[src/rtl/mul_10_100_1k.sv]
// BCD digit weighting: registered x10 / x100 / x1000 products and their sum, 1-cycle latency.
// Optional digit validation is compiled in when MUL_BCD_CHECK_EN is defined.
module mul_10_100_1k #(
    parameter int OUT_W = 14
) (
    input  logic             clk,
    input  logic             rst,
    input  logic [3:0]       in10,
    input  logic [3:0]       in100,
    input  logic [3:0]       in1k,
    output logic [OUT_W-1:0] out10,
    output logic [OUT_W-1:0] out100,
    output logic [OUT_W-1:0] out1k,
    output logic [OUT_W-1:0] sum_out,
    output logic [2:0]       bcd_err
);

    // Constant multipliers as shift-add networks; OUT_W >= 14 holds every product for inputs 0..15.
    function automatic logic [OUT_W-1:0] times10(input logic [3:0] x);
        logic [OUT_W-1:0] xe;
        xe = OUT_W'(x);
        return (xe << 3) + (xe << 1);
    endfunction

    function automatic logic [OUT_W-1:0] times100(input logic [3:0] x);
        logic [OUT_W-1:0] xe;
        xe = OUT_W'(x);
        return (xe << 6) + (xe << 5) + (xe << 2);
    endfunction

    // 1024x always exceeds 24x, so the subtractions never wrap.
    function automatic logic [OUT_W-1:0] times1000(input logic [3:0] x);
        logic [OUT_W-1:0] xe;
        xe = OUT_W'(x);
        return (xe << 10) - (xe << 4) - (xe << 3);
    endfunction

    // Modulo-2^OUT_W addition; only reachable with non-BCD digits and a narrow OUT_W.
    function automatic logic [OUT_W-1:0] sum_trunc(
        input logic [OUT_W-1:0] a,
        input logic [OUT_W-1:0] b,
        input logic [OUT_W-1:0] c
    );
        return a + b + c;
    endfunction

    logic [OUT_W-1:0] out10_d,   out10_q;
    logic [OUT_W-1:0] out100_d,  out100_q;
    logic [OUT_W-1:0] out1k_d,   out1k_q;
    logic [OUT_W-1:0] sum_out_d, sum_out_q;

`ifdef MUL_BCD_CHECK_EN
    logic [2:0] bcd_err_d, bcd_err_q;

    always_comb begin
        bcd_err_d = {in1k > 4'd9, in100 > 4'd9, in10 > 4'd9};
        out10_d   = bcd_err_d[0] ? '0 : times10(in10);
        out100_d  = bcd_err_d[1] ? '0 : times100(in100);
        out1k_d   = bcd_err_d[2] ? '0 : times1000(in1k);
        sum_out_d = sum_trunc(out10_d, out100_d, out1k_d);
    end

    always_ff @(posedge clk or posedge rst) begin
        if (rst) begin
            bcd_err_q <= 3'b000;
        end else begin
            bcd_err_q <= bcd_err_d;
        end
    end

    assign bcd_err = bcd_err_q;
`else
    always_comb begin
        out10_d   = times10(in10);
        out100_d  = times100(in100);
        out1k_d   = times1000(in1k);
        sum_out_d = sum_trunc(out10_d, out100_d, out1k_d);
    end

    assign bcd_err = 3'b000;
`endif

    // Sum is formed from the same combinational products, so it shares the products' edge.
    always_ff @(posedge clk or posedge rst) begin
        if (rst) begin
            out10_q   <= '0;
            out100_q  <= '0;
            out1k_q   <= '0;
            sum_out_q <= '0;
        end else begin
            out10_q   <= out10_d;
            out100_q  <= out100_d;
            out1k_q   <= out1k_d;
            sum_out_q <= sum_out_d;
        end
    end

    assign out10   = out10_q;
    assign out100  = out100_q;
    assign out1k   = out1k_q;
    assign sum_out = sum_out_q;

endmodule

[config.mk]
export PLATFORM = sky130hd
export DESIGN_NAME = mul_10_100_1k
export DESIGN_NICKNAME = d
export VERILOG_FILES = /design/src/rtl/mul_10_100_1k.sv
export SDC_FILE = /design/constraint.sdc
export NUM_CORES = 1
export LEC_CHECK = 0
export CAP_MARGIN = 20
export CORE_MARGIN = 4
export CORE_UTILIZATION = 51
export DETAILED_ROUTE_END_ITERATION = 10
export GPL_ROUTABILITY_DRIVEN = 1
export GPL_TIMING_DRIVEN = 0
export PLACE_DENSITY = 0.86
export SYNTH_ARGS = -nofsm -noshare
export SYNTH_HDL_FRONTEND = slang
export SYNTH_SLANG_ARGS = --single-unit
[constraint.sdc]
create_clock -name clk -period 3.3 [get_ports clk]
set_input_delay 0.66 -clock clk [delete_from_list [all_inputs] [get_ports clk]]
set_output_delay 0.66 -clock clk [all_outputs]
set_load 0.03 [all_outputs]
Word-level counts from Yosys, hierarchy flattened
Cells that the tools add are included.
W data, S select, Z words.
{ "op_classes": {"addsub": 7, "n_mul": 0, "div_mod_pow": 0, "n_lt_le_gt_ge": 0, "n_eq_ne": 0, "shift": 0, "n_mux": 0, "bitwise_logic": 0, "reduce_logical": 0} }
{ "op_table": {"columns": ["op", "count"], "rows": [
  ["$add A14 B14 Y14", 1],
  ["$sub A14 B7 Y14", 1],
  ["$sub A14 B8 Y14", 1],
  ["$add A8 B12 Y13", 1],
  ["$add A11 B6 Y12", 1],
  ["$add A10 B9 Y11", 1],
  ["$add A7 B5 Y8", 1]
]} }
{ "totals": {"regBits": 50, "latch_bits": 0, "ram_bits": 0, "mem_bits_ro": 0, "input_bits": 14, "out_inout_bits": 59, "elab_cells": 11, "memories": 0} }

Longest topological paths before layout
{ "logic_depth": {"word_depth": 4, "mapped_depth": 16} }

Least setup slack after synthesis
No wires, ideal clock.
{ "synth_timing": {"kind": "input-to-reg", "from": "input in10[0]", "to": "register sum_out_q[13] (netlist: sum_out[13])", "arrival_time_ps": 3765, "required_ps": 3220, "slack_ps": -545, "path_stages": 15, "n_path_buf": 0, "path_cell_list": "ha_1 fa_1 xor2_1 ha_1 a21oi_1 o211ai_2 o211ai_2 nor3_2 xnor2_1 ha_1 a21oi_1 or4b_1 and3_1 o21ai_2 xnor2_1"} }
{ "synth_via": {"elab_chain_cells": 3} }
{ "synth_rtl": {"columns": ["item", "line_no", "text"], "rows": [
  ["from (decl)", "8", "input logic [3:0] in10,"],
  ["$add A7 B5 Y8", "22", "return (xe << 3) + (xe << 1);"],
  ["$add A8 B12 Y13", "44", "return a + b + c;"],
  ["$add A14 B14 Y14", "44", null],
  ["named net sum_out_d[13]", "50", "logic [OUT_W-1:0] sum_out_d, sum_out_q;"],
  ["to (signal assigned)", "94", "sum_out_q <= sum_out_d;"],
  ["to (decl)", "50", null]
]} }
The timed path passes the listed nets, and every way through them passes these cells.

Final worst setup path
{ "layout_timing": {"from": "input in10[2]", "to": "register sum_out_q[13] (netlist: sum_out[13])"} }
Same word-level chain as after synthesis.

==> reports/metrics.yaml <==
routed_wl_um: 6870
fmax_ghz: 0.271
outcome: "finished, violations left"
via_per_inst: 5.49
fin_nets: 373
synth_compound_area_share_pct: 12.8
via_count: 2058
hold_buffers: 0
critPathMaxFanout: 3
ys_ff_latch: 39
synth_ff_type: "dfrtp_1"
ys_types: 38
num_antenna_cells: 0
drt_iter0_markers: 132
wl_met1_um: 2580
core-area_um2: 4470
num_rows: 24
floorplan.initialDensity_pct: 54.3
die_y_um: 77.0
hold_viol_final: 0
max-cap-violations: 0
worst_slack_ps: -385
synth_top_area_share_pct: 40.2
mostFrequentLayoutCell: "buf_4"
arrival_ps: 3910
hpwl_um: 3850
fin_crit_ps: 3680
min_from: "in10[0]"
failed_checks: "negative setup slack"
synth_simple_gate_area_share_pct: 6.34
track_usage_pct: 20.5
syn_to_final_growth_pct: 51.4
cts_tree: "built"
most-common-layout-cells: "43 x buf_4, 41 x clkdlybuf4s50_1, 39 x dfrtp_1"
placed_area_um2: 3190
critPathKind: "input pin to flop"
routedWlPerCell_um: 18.3
synthTopCellsByArea: "dfrtp_1 40%, ha_1 17%, buf_4 6.2%"
cts-root-buf: "clkbuf_8"
port_buffers: 53
rsz0062_at_grt: "true"
cp-startpoint: "in10[2]"
drv_slew: 0
firstDrtPassIters: 5
grt_overflow_total: 0
finalSetupTns_ps: -941
synthCells: 220
clock_sinks: 39
antenna_found_initial: 0
highest_layer: "met4"
irDropWorstVdd_v: 0.000464
cts_buffers: 5
power_density_nw_per_um2: 678
setup_viol: 6
synth_enable_flop_cells: 0
htree_levels: 2
die_area_um2: 5930
syn_avg_cell_area_um2: 11.0
synth_top_cell_by_area: "dfrtp_1"
wl_met3_um: 540
fin_area_um2: 3680
ctsLongestPathBuffers: 2
dieWidth_um: 77.0
p_leak_uw: 0.00172
critPathRequiredTime_ps: 3520
drive_above_1_share_pct: 33.1
yosys-mux-area-fraction_pct: 0.412
antenna_left: 0
period_share_pct: 112
synth_xor_area_share_pct: 10.8
ys_seq_area_share_pct: 40.2
gp_congestion: 0.779
syn_area_um2: 2430
slew_headroom_pct: 57.5
worstMarginPinSlew_ps: 637
ios: 73
start_kind: "input pin"
grt_pass1_wl_um: 9520
wl_met2_um: 3390
ys_warn_count: 0
hold_path.class: "input pin to flop"
grt_pass1_vias: 1982
grt_max_degree: 27
async_reset_ff_share_pct: 100
clk_pin_slew_ps: 80
synth_top_family_by_area: "adder cells"
crit_path_end_kind: "flop"
synth_fa_ha_area_share_pct: 20.3
fill_cells: 232
route.detailed.drc: 0
[Yosys cell counts (2+ instances only)]
master     n
buf_4     20
and3_1     2
xnor2_1   17
o21ai_0    9
inv_1     17
nand2_1    7
a31oi_1    2
nor2_1    10
o211ai_2   2
dfrtp_1   39
nand2b_1   2
a21o_1     5
nor2b_1    2
a21oi_1   11
nor3_1     2
fa_1       4
xor2_1    11
o21a_1     6
ha_1      33
[worst paths after layout]
check	to	slack (ps)	cells past startpoint
setup / recovery	sum_out[13]	-380	15
hold / removal	sum_out[1]	470	1
max in group asynchronous	out1k[10]	2020	3
min in group asynchronous	sum_out[5]	740	2
[registers in the layout, summed over array words and instances (netlist names)]
name,count
out100,9
out1k,11
out10,6
sum_out,13
[metal layers]
layer	up-vias	global-route usage [%]
li1	910	-
met1	974	23.3
met2	135	36.8
met3	39	4.57
met4	0	8.36
met5	-	0
[through the flow]
step / utilization [%] / setup slack (ps) / hold slack, ps / power, uW / instances
CTS: 78.8 / -318 / 468 / 2320 / 366
global route: 82.2 / -469 / 463 / 2600 / 375
global placement: 70.6 / -1180 / 1210 / 1650 / 343
finish: 82.2 / -385 / 471 / 2490 / 375
floorplan: - / -335 / 691 / 1350 / 238
detailed placement: 71.2 / -1240 / 1090 / 1680 / 344
[worst max-delay path, stage by stage]
cell	delay (ps)
buf_12	100
ha_4	160
fa_2	390
xor2_2	170
xnor2_1	350
nor2_2	130
o31ai_4	300
a21oi_1	120
xnor2_1	170
ha_1	270
a21oi_2	170
or4b_4	480
and3_4	180
o21ai_2	120
xnor2_1	120
[cell families after synthesis]
group           after synthesis
mux                           1
flops                        39
other cells                   1
simple gates                 30
xor+xnor                     29
buf+inv                      38
fa+ha+maj                    37
compound gates               45
[layout make-up]
| type | instances | area, um^2 | share of cell area, % |
|---|---|---|---|
| Buffer | 21 | 161 | 4.39 |
| Clock buffer | 5 | 68.8 | 1.87 |
| Clock inverter | 3 | 67.6 | 1.84 |
| Inverter | 17 | 63.8 | 1.74 |
| Multi-Input combinational cell | 161 | 1550 | 42.1 |
| Sequential cell | 39 | 976 | 26.5 |
| Tap cell | 52 | 65.1 | 1.77 |
| Timing Repair Buffer | 77 | 724 | 19.7 |
[what timing repair did]
item / in CTS / in global routing
setup endpoints to repair: 7 / 7
pin swaps: 23 / 18
buffers inserted: 14 / 9
gates resized for setup: 68 / 27
[report_power, final]
group | switching [uW] | internal (uW) | total, uW | leakage [uW]
logic | 773 | 636 | 1410 | 0.00121
registers | 27.2 | 583 | 610 | 0.000453
clock network | 173 | 301 | 475 | 0.0000644
total | 973 | 1520 | 2490 | 0.00172
(Power assumes the default switching activity.)
